[config.mk]
export PLATFORM = sky130hd
export DESIGN_NAME = nonogram_grid_editor
export DESIGN_NICKNAME = d
export VERILOG_FILES = /design/src/rtl/nonogram_grid_editor.sv
export SDC_FILE = /design/constraint.sdc
export NUM_CORES = 1
export LEC_CHECK = 0
export CAP_MARGIN = 40
export CORE_MARGIN = 5
export CORE_UTILIZATION = 32
export CTS_BUF_LIST = sky130_fd_sc_hd__clkbuf_2 sky130_fd_sc_hd__clkbuf_4 sky130_fd_sc_hd__clkbuf_8
export CTS_CLUSTER_SIZE = 10
export DETAILED_ROUTE_END_ITERATION = 6
export SLEW_MARGIN = 10
export SYNTH_ARGS = -nofsm -noshare
export SYNTH_HDL_FRONTEND = slang
export SYNTH_SLANG_ARGS = --single-unit
[constraint.sdc]
create_clock -name clk -period 10.7 [get_ports clk]
set_input_delay 2.14 -clock clk [delete_from_list [all_inputs] [get_ports clk]]
set_output_delay 2.14 -clock clk [all_outputs]
set_load 0.005 [all_outputs]
[src/rtl/nonogram_grid_editor.sv]
`default_nettype none
// ============================================================================
//  Module      : nonogram_grid_editor
//  Description : Cursor/edit front end of the nonogram player grid; drives
//                the paint and block bit-planes, lock handling and row clear.
//  Revision    : 1.0 - initial release
// ============================================================================
module nonogram_grid_editor #(
  parameter int GRID_DIM = 10,
  parameter int CELLS    = GRID_DIM * GRID_DIM
) (
  input  logic             clk,
  input  logic             rst,
  input  logic [4:0]       key_pulse,
  input  logic             lock,
  input  logic             clear_req,
  output logic [3:0]       sel_x,
  output logic [3:0]       sel_y,
  output logic [CELLS-1:0] paint,
  output logic [CELLS-1:0] block,
  output logic             event_off,
  output logic             edit_strobe,
  output logic [6:0]       paint_count
);

  typedef enum logic [1:0] {
    ST_EDIT   = 2'd0,
    ST_CLEAR  = 2'd1,
    ST_LOCKED = 2'd2
  } state_t;

  localparam logic [3:0]       c_last     = 4'(GRID_DIM - 1);
  localparam logic [CELLS-1:0] c_row_ones = {{(CELLS-GRID_DIM){1'b0}}, {GRID_DIM{1'b1}}};

  state_t           r_state, w_state_n;
  logic [3:0]       r_row, w_row_n;
  logic [3:0]       r_sel_x, w_sel_x_n;
  logic [3:0]       r_sel_y, w_sel_y_n;
  logic [CELLS-1:0] r_paint, w_paint_n;
  logic [CELLS-1:0] r_block, w_block_n;
  logic [6:0]       r_count, w_count_n;
  logic             r_strobe, w_strobe_n;

  logic [6:0]       w_cell;
  logic [6:0]       w_row_base;
  logic [CELLS-1:0] w_row_mask;
  logic [6:0]       w_row_pop;

  assign w_cell     = 7'(r_sel_y) * 7'(GRID_DIM) + 7'(r_sel_x);
  assign w_row_base = 7'(r_row) * 7'(GRID_DIM);
  assign w_row_mask = c_row_ones << w_row_base;
  assign w_row_pop  = 7'($countones(r_paint & w_row_mask));

  always_ff @(posedge clk) begin
    if (rst) begin
      r_state  <= ST_EDIT;
      r_row    <= 4'd0;
      r_sel_x  <= 4'd0;
      r_sel_y  <= 4'd0;
      r_paint  <= '0;
      r_block  <= '0;
      r_count  <= 7'd0;
      r_strobe <= 1'b0;
    end else begin
      r_state  <= w_state_n;
      r_row    <= w_row_n;
      r_sel_x  <= w_sel_x_n;
      r_sel_y  <= w_sel_y_n;
      r_paint  <= w_paint_n;
      r_block  <= w_block_n;
      r_count  <= w_count_n;
      r_strobe <= w_strobe_n;
    end
  end

  always_comb begin
    w_state_n  = r_state;
    w_row_n    = r_row;
    w_sel_x_n  = r_sel_x;
    w_sel_y_n  = r_sel_y;
    w_paint_n  = r_paint;
    w_block_n  = r_block;
    w_count_n  = r_count;
    w_strobe_n = 1'b0;
    case (r_state)
      ST_EDIT: begin
        if (clear_req) begin
          w_state_n = ST_CLEAR;
          w_row_n   = 4'd0;
        end else if (lock) begin
          w_state_n = ST_LOCKED;
        end else if (key_pulse[4]) begin
          // Cell cycles empty -> painted -> blocked -> empty.
          w_strobe_n = 1'b1;
          if (r_paint[w_cell]) begin
            w_paint_n[w_cell] = 1'b0;
            w_block_n[w_cell] = 1'b1;
            w_count_n         = r_count - 7'd1;
          end else if (r_block[w_cell]) begin
            w_block_n[w_cell] = 1'b0;
          end else begin
            w_paint_n[w_cell] = 1'b1;
            w_count_n         = r_count + 7'd1;
          end
        end else if (key_pulse[0]) begin
          w_sel_y_n = (r_sel_y == 4'd0) ? c_last : r_sel_y - 4'd1;
        end else if (key_pulse[1]) begin
          w_sel_y_n = (r_sel_y == c_last) ? 4'd0 : r_sel_y + 4'd1;
        end else if (key_pulse[2]) begin
          w_sel_x_n = (r_sel_x == 4'd0) ? c_last : r_sel_x - 4'd1;
        end else if (key_pulse[3]) begin
          w_sel_x_n = (r_sel_x == c_last) ? 4'd0 : r_sel_x + 4'd1;
        end
      end
      ST_CLEAR: begin
        w_paint_n = r_paint & ~w_row_mask;
        w_block_n = r_block & ~w_row_mask;
        w_count_n = r_count - w_row_pop;
        if (r_row == c_last) begin
          w_row_n   = 4'd0;
          w_sel_x_n = 4'd0;
          w_sel_y_n = 4'd0;
          w_state_n = lock ? ST_LOCKED : ST_EDIT;
        end else begin
          w_row_n = r_row + 4'd1;
        end
      end
      ST_LOCKED: begin
        if (clear_req) begin
          w_state_n = ST_CLEAR;
          w_row_n   = 4'd0;
        end else if (!lock) begin
          w_state_n = ST_EDIT;
        end
      end
      default: w_state_n = ST_EDIT;
    endcase
  end

  assign sel_x       = r_sel_x;
  assign sel_y       = r_sel_y;
  assign paint       = r_paint;
  assign block       = r_block;
  assign paint_count = r_count;
  assign edit_strobe = r_strobe;
  assign event_off   = (r_state != ST_EDIT);

endmodule
`default_nettype wire

=== Yosys cells after proc, flatten, opt, wreduce, memory -nomap -nowiden ===
Index checks and enable logic that the tools add are counted.

* Flip-flop bits (word level): 222
* Input bits: 9
* Output and inout port bits: 217
* Logic and storage cells: 219

* Add/subtract/negate cells: 108
* $mul: 2
* $lt $le $gt $ge: 2
* Equality and inequality tests: 19
* Shift-type cells: 1
* Multiplexer cells: 54
* Bitwise operators: 10
* Reduce and logical (&&, ||, !) cells: 15

{| class="wikitable"
|+ Operators with widths
! operator !! count
|-
| $mux 100 || 10
|-
| $and 100x100->100 || 5
|-
| $pmux 100 s2 || 2
|-
| $not 100->100 || 2
|-
| $or 100x100->100 || 2
|-
| $add 1x1->2 || 50
|-
| $shl 10x7->100 const A || 1
|-
| $mux 4 || 19
|-
| $add 2x2->3 || 25
|-
| $add 3x3->4 || 12
|-
| $mux 7 || 5
|-
| $add 4x4->5 || 6
|-
| $pmux 4 s2 || 3
|-
| $add 5x5->6 || 3
|-
| $ne 3x3->1 const B || 6
|-
| $bmux 1 s7 || 2
|-
| $ne 2x2->1 const B || 7
|-
| $pmux 7 s2 || 1
|-
| $add 4x1->4 const B || 3
|-
| $eq 4x4->1 const B || 3
|-
| $mul 4x3->6 const B || 2
|-
| $mux 2 || 6
|-
| $reduce_and 5->1 || 2
|-
| $logic_not 4->1 || 2
|-
| 26 further kinds || 32
|}

=== Depth between registers and ports, before layout ===
* Word-level depth: 14
* Mapped depth: 35
* Depth with buffers taken out: 34

=== Least setup slack after synthesis ===
No wires, ideal clock.

* Kind: reg-to-reg
* Start point: register r_row[1]
* End point: register r_count[5] (netlist: paint_count[5])
* Setup time: 0.133 ns
* Data arrival time: 8.728 ns
* Data required time: 10.567 ns
* Slack: 1.838 ns
* Cell stages (with the launch flop): 32
* Buffers on the path: 2
* Clock period less this slack: 8.862 ns
* Cells stage by stage: dfxtp_1 ha_1 nand2_1 fa_1 xnor2_1 and2_1 clkbuf_1 clkbuf_1 nand3_1 fa_1 ha_1 fa_1 inv_1 fa_1 inv_1 fa_1 fa_1 fa_1 fa_1 fa_1 inv_1 fa_1 fa_1 inv_1 ha_1 inv_1 fa_1 xnor2_1 nand2_1 o21ai_0 a211oi_1 a211oi_1

* Word-level cells in the longest chain between the ends: 12
* Elaborated cells on any way between the ends: 104
* Classes of those cells: add/sub (100); mul (1); shift (1); mux (1); bitwise (1)

{| class="wikitable"
|+ RTL lines
! item !! line !! text
|-
| start: declaration || 36 || <nowiki>logic [3:0] r_row, w_row_n;</nowiki>
|-
| start signal: assignment || 66 || <nowiki>r_row <= w_row_n;</nowiki>
|-
| $mul 4x3->6 * || 50 || <nowiki>assign w_row_base = 7'(r_row) * 7'(GRID_DIM);</nowiki>
|-
| $shl 10x7->100 * || 51 || <nowiki>assign w_row_mask = c_row_ones << w_row_base;</nowiki>
|-
| $and 100x100->100 * || 52 || <nowiki>assign w_row_pop = 7'($countones(r_paint & w_row_mask));</nowiki>
|-
| $add 1x1->2 (implied by the code) || 52 ||
|-
| $add 2x2->3 (implied by the code) || 52 ||
|-
| $add 3x3->4 (implied by the code) || 52 ||
|-
| $add 4x4->5 (implied by the code) || 52 ||
|-
| $add 5x5->6 (implied by the code) || 52 ||
|-
| $add 6x6->7 (implied by the code) or $add 6x3->7 (tied branches) || 52 ||
|-
| $add 7x7->7 (implied by the code) * || 52 ||
|-
| $sub 7x7->7 * || 118 || <nowiki>w_count_n = r_count - w_row_pop;</nowiki>
|-
| $pmux 7 s2 * || 85 || <nowiki>case (r_state)</nowiki>
|-
| end signal: assignment || 71 || <nowiki>r_count <= w_count_n;</nowiki>
|-
| end: declaration || 41 || <nowiki>logic [6:0] r_count, w_count_n;</nowiki>
|}

Mark *: on every way between the ends. The rest lies on a longest branch, timed or not.
A chain may end at the register's enable or synchronous reset.

=== Worst setup path after layout ===
Ends and elaborated chain as after synthesis.

==> summary.md <==
| Metric | Value |
|---|---|
| Worst Hold Slack | `just over 0.5 ns` |
| Worst-path clk slew | `about 0.060 ns` |
| Mapped Area | `around 0.019 sq mm` |
| Die Area | `roughly 0.063 sq mm` |
| Number of synthesized flops with an enable pin | `0` |
| Crit path DAT | `between 10 and 15 ns` |
| Share of layout cells above drive strength 1 | `0.0862` |
| Mapped Nets | `about 2500` |
| Dpl cells | `3084` |
| Total Negative Setup Slacks | `0 ns` |
| Outcome | `completed` |
| Maximum clock rate | `roughly 100 MHz` |
| Crit end category | `flop` |
| Minimum clock period | `9.63 ns` |
| Crit path kind | `flop to flop` |
| # diodes | `0` |
| First-pass GRT wire length | `between 100 and 150 mm` |
| CP dominant cell by count | `fa_1` |
| WP data required | `11.17 ns` |
| Hold buffer count at cts | `0` |
| Area Overhead vs Synth | `21.4%` |
| Average cell area after synthesis | `around 8.3 sq um` |
| Filler cell count | `about 5800` |
| Pwr/cell area | `approximately 130 mW/mm^2` |
| Antenna violations before repair | `4` |
| Area of the multi-input gates | `0.0127 sq mm` |
| Fin crit share | `0.900` |
| Drt via density | `5.94` |
| Final Worst Setup Slack | `approximately 1.1 ns` |
| DRC Markers | `0` |
| Leakage power | `between 8 and 9 nW` |
| Post-route core utilization | `0.391` |
| CTS tree | `built` |
| Vias in the first global route | `17900` |
| Yosys cell types | `78` |
| Setup violators final | `0` |
| CP Max Fanout | `15` |
| Tot Pwr | `roughly 3 mW` |
| Via count | `18800` |
| CTS Buf Count | `44` |
| Launch point of the worst path | `r_row[1]$_SDFFE_PP0P_` |
| I/O pin total | `about 230` |
| Dpl cell area | `approximately 0.021 sq mm` |
| Crit-path slowest cell | `dfxtp_1` |
| Worst skew pair latency | `approximately 0.63 ns` |
| Synth Instances | `around 2200` |
| Die Ht | `between 200 and 300 um` |
| Unrepaired setup endpoints after global routing | `no` |
| Largest net degree at the start of global routing | `between 80 and 90` |
| Routability cong. | `roughly 0.97` |
| H-Tree Depth | `2` |
| Final nets | `~2600` |
| Routed WL | `roughly 85 mm` |
| CP max stage delay | `0.61 ns` |
| Initial Util | `0.322` |
| Hold Startpoint | `paint_count[5]$_SDFFE_PP0P_` |
| Post-synth ARST share | `0` |
| GR Util All Layers | `0.256` |
| DRT Pass-1 Iters | `7` |
| FP Rows | `slightly below 90` |
| Min-Delay Path Class | `flop to flop` |
| Post-route ant nets | `0` |
| Synth Register Bits | `222` |
| Drt wl/cell | `approximately 27 um` |
| Slew headroom | `0.336` |
| CTS root buf | `clkbuf_8` |
| CP startpoint kind | `flop` |
| Register area | `0.00445 sq mm` |
| Max rail drop VDD | `0.111 mV` |
| Grt ovf | `0` |
| Initial drt markers | `between 2000 and 3000` |
| Final hold violation count | `0` |
| Clock Sinks | `222` |
| DPL Wire Length | `around 63 mm` |
| Slew Viols, Final | `0` |
| Post-route cell area | `between 0.02 and 0.025 sq mm` |
| Max-Cap Viols | `0` |
| Number of port buffers | `around 230` |
| Ys flop type | `dfxtp_1` |
| Post-synthesis sequential area ratio | `0.240` |
| Setup Skew | `a little over 0.03 ns` |
| DIE WIDTH | `approximately 250 um` |
| FF-to-FF Start | `r_row[1]$_SDFFE_PP0P_` |
| Postcts setup bufs | `0` |
| Max Root-Sink Buffers | `3` |
| Final Non-Filler Cells | `3167` |
| Post-Place Worst Slack | `around 1.2 ns` |
| Syn. warnings | `0` |
| CORE AREA | `about 0.058 sq mm` |
| CTS resizes | `0` |
| Slew @ Worst Pin | `between 0.9 and 1 ns` |
-- per-layer routing --
metal  vias to the layer above  track usage  routed length (um)
met5                         -            0                   0
met4                         0       0.0820                3260
met3                       204       0.0801               10500
met2                      1243        0.374               35700
met1                      9152        0.360               35300
li1                       8212            -                   -
-- report_power, final --
part	leakage [nW]	internal, mW	total [mW]	switching, mW
clock network	0.542	0.585	1.03	0.448
logic	6.07	0.408	1.11	0.704
registers	1.79	0.839	0.865	0.0253
total	8.40	1.83	3.01	1.18
-- cells in the final DEF, fill, tap and decap left out, types with 8 or more instances in the layout --
cell	instances
ha_1	111
xnor2_1	18
nand2_1	236
nand2b_1	12
o2bb2ai_1	86
clkdlybuf4s50_1	224
clkbuf_8	62
and3_1	50
a32o_1	36
nor4_1	8
a211oi_1	12
fa_1	99
nor2_1	148
o21ai_0	148
nand3_1	50
a21boi_0	20
xor2_1	8
mux4_2	37
a21oi_1	134
inv_1	169
o22ai_1	14
clkinv_2	9
o21bai_1	53
o32ai_1	76
buf_4	47
mux2i_1	31
and2_1	28
nor3_1	30
nor2b_1	90
dfxtp_1	221
-- worst paths after layout --
check / slack, ns / depth (start not counted) / to
max: 1.07 / 32 / paint_count[5]$_SDFFE_PP0P_
max reg2reg: 1.07 / 32 / paint_count[5]$_SDFFE_PP0P_
min: 0.51 / 2 / paint_count[5]$_SDFFE_PP0P_
min reg2reg: 0.51 / 2 / paint_count[5]$_SDFFE_PP0P_
-- worst max-delay path, delay by kind of cell (launching register included) --
family / cells / cell delay [ns]
and+or+nand+nor: 5 / 1.20
AOI/OAI and AO/OA: 3 / 0.40
adders and majority gates: 15 / 6.12
buffers and inverters: 7 / 0.44
xor gates and xnor gates: 2 / 0.69
DFF: 1 / 0.61
-- logic make-up (layout without fill, tap and decap cells) --
| family | Yosys count | after routing | synth area share |
|---|---|---|---|
| XOR/XNOR | 26 | 26 | 0.0123 |
| multiplexers | 72 | 72 | 0.0641 |
| adder cells (fa/ha/maj) | 212 | 212 | 0.183 |
| buffers and inverters | 364 | 534 | 0.0811 |
| AND/OR/NAND/NOR | 687 | 687 | 0.176 |
| AO/OA/AOI/OAI | 649 | 649 | 0.244 |
| flip-flops | 222 | 222 | 0.240 |
-- area by class of cell --
cell class	count	area share
multi-input cells	1646	0.562
well taps	765	0.0425
repair buffers	281	0.123
flip-flops and latches	222	0.197
clock inverters	14	0.00633
inverters	172	0.0287
clock buffers	67	0.0396
-- synthesized netlist by cell type, drive strengths merged (7+ instances only) --
master	count	area share
nand2	238	0.048
nor3	31	0.0086
inv	172	0.035
mux2i	31	0.017
o2bb2ai	86	0.041
a21boi	20	0.0081
nor2b	90	0.030
nor2	150	0.030
o22ai	14	0.0047
and3	50	0.017
o21bai	53	0.021
ha	112	0.076
a32o	36	0.019
nor4	8	0.0027
a21oi	134	0.036
xnor2	18	0.0085
mux4	37	0.045
nand2b	12	0.0040
and2	28	0.0094
dfxtp	222	0.24
a211oi	13	0.0055
o21ai	153	0.042
o211ai	8	0.0035
nand3	51	0.014
or2	7	0.0024
xor2	8	0.0038
buf	78	0.023
o32ai	76	0.036
clkbuf	114	0.023
fa	100	0.11
Note: power is estimated with default switching activity, not from simulation.
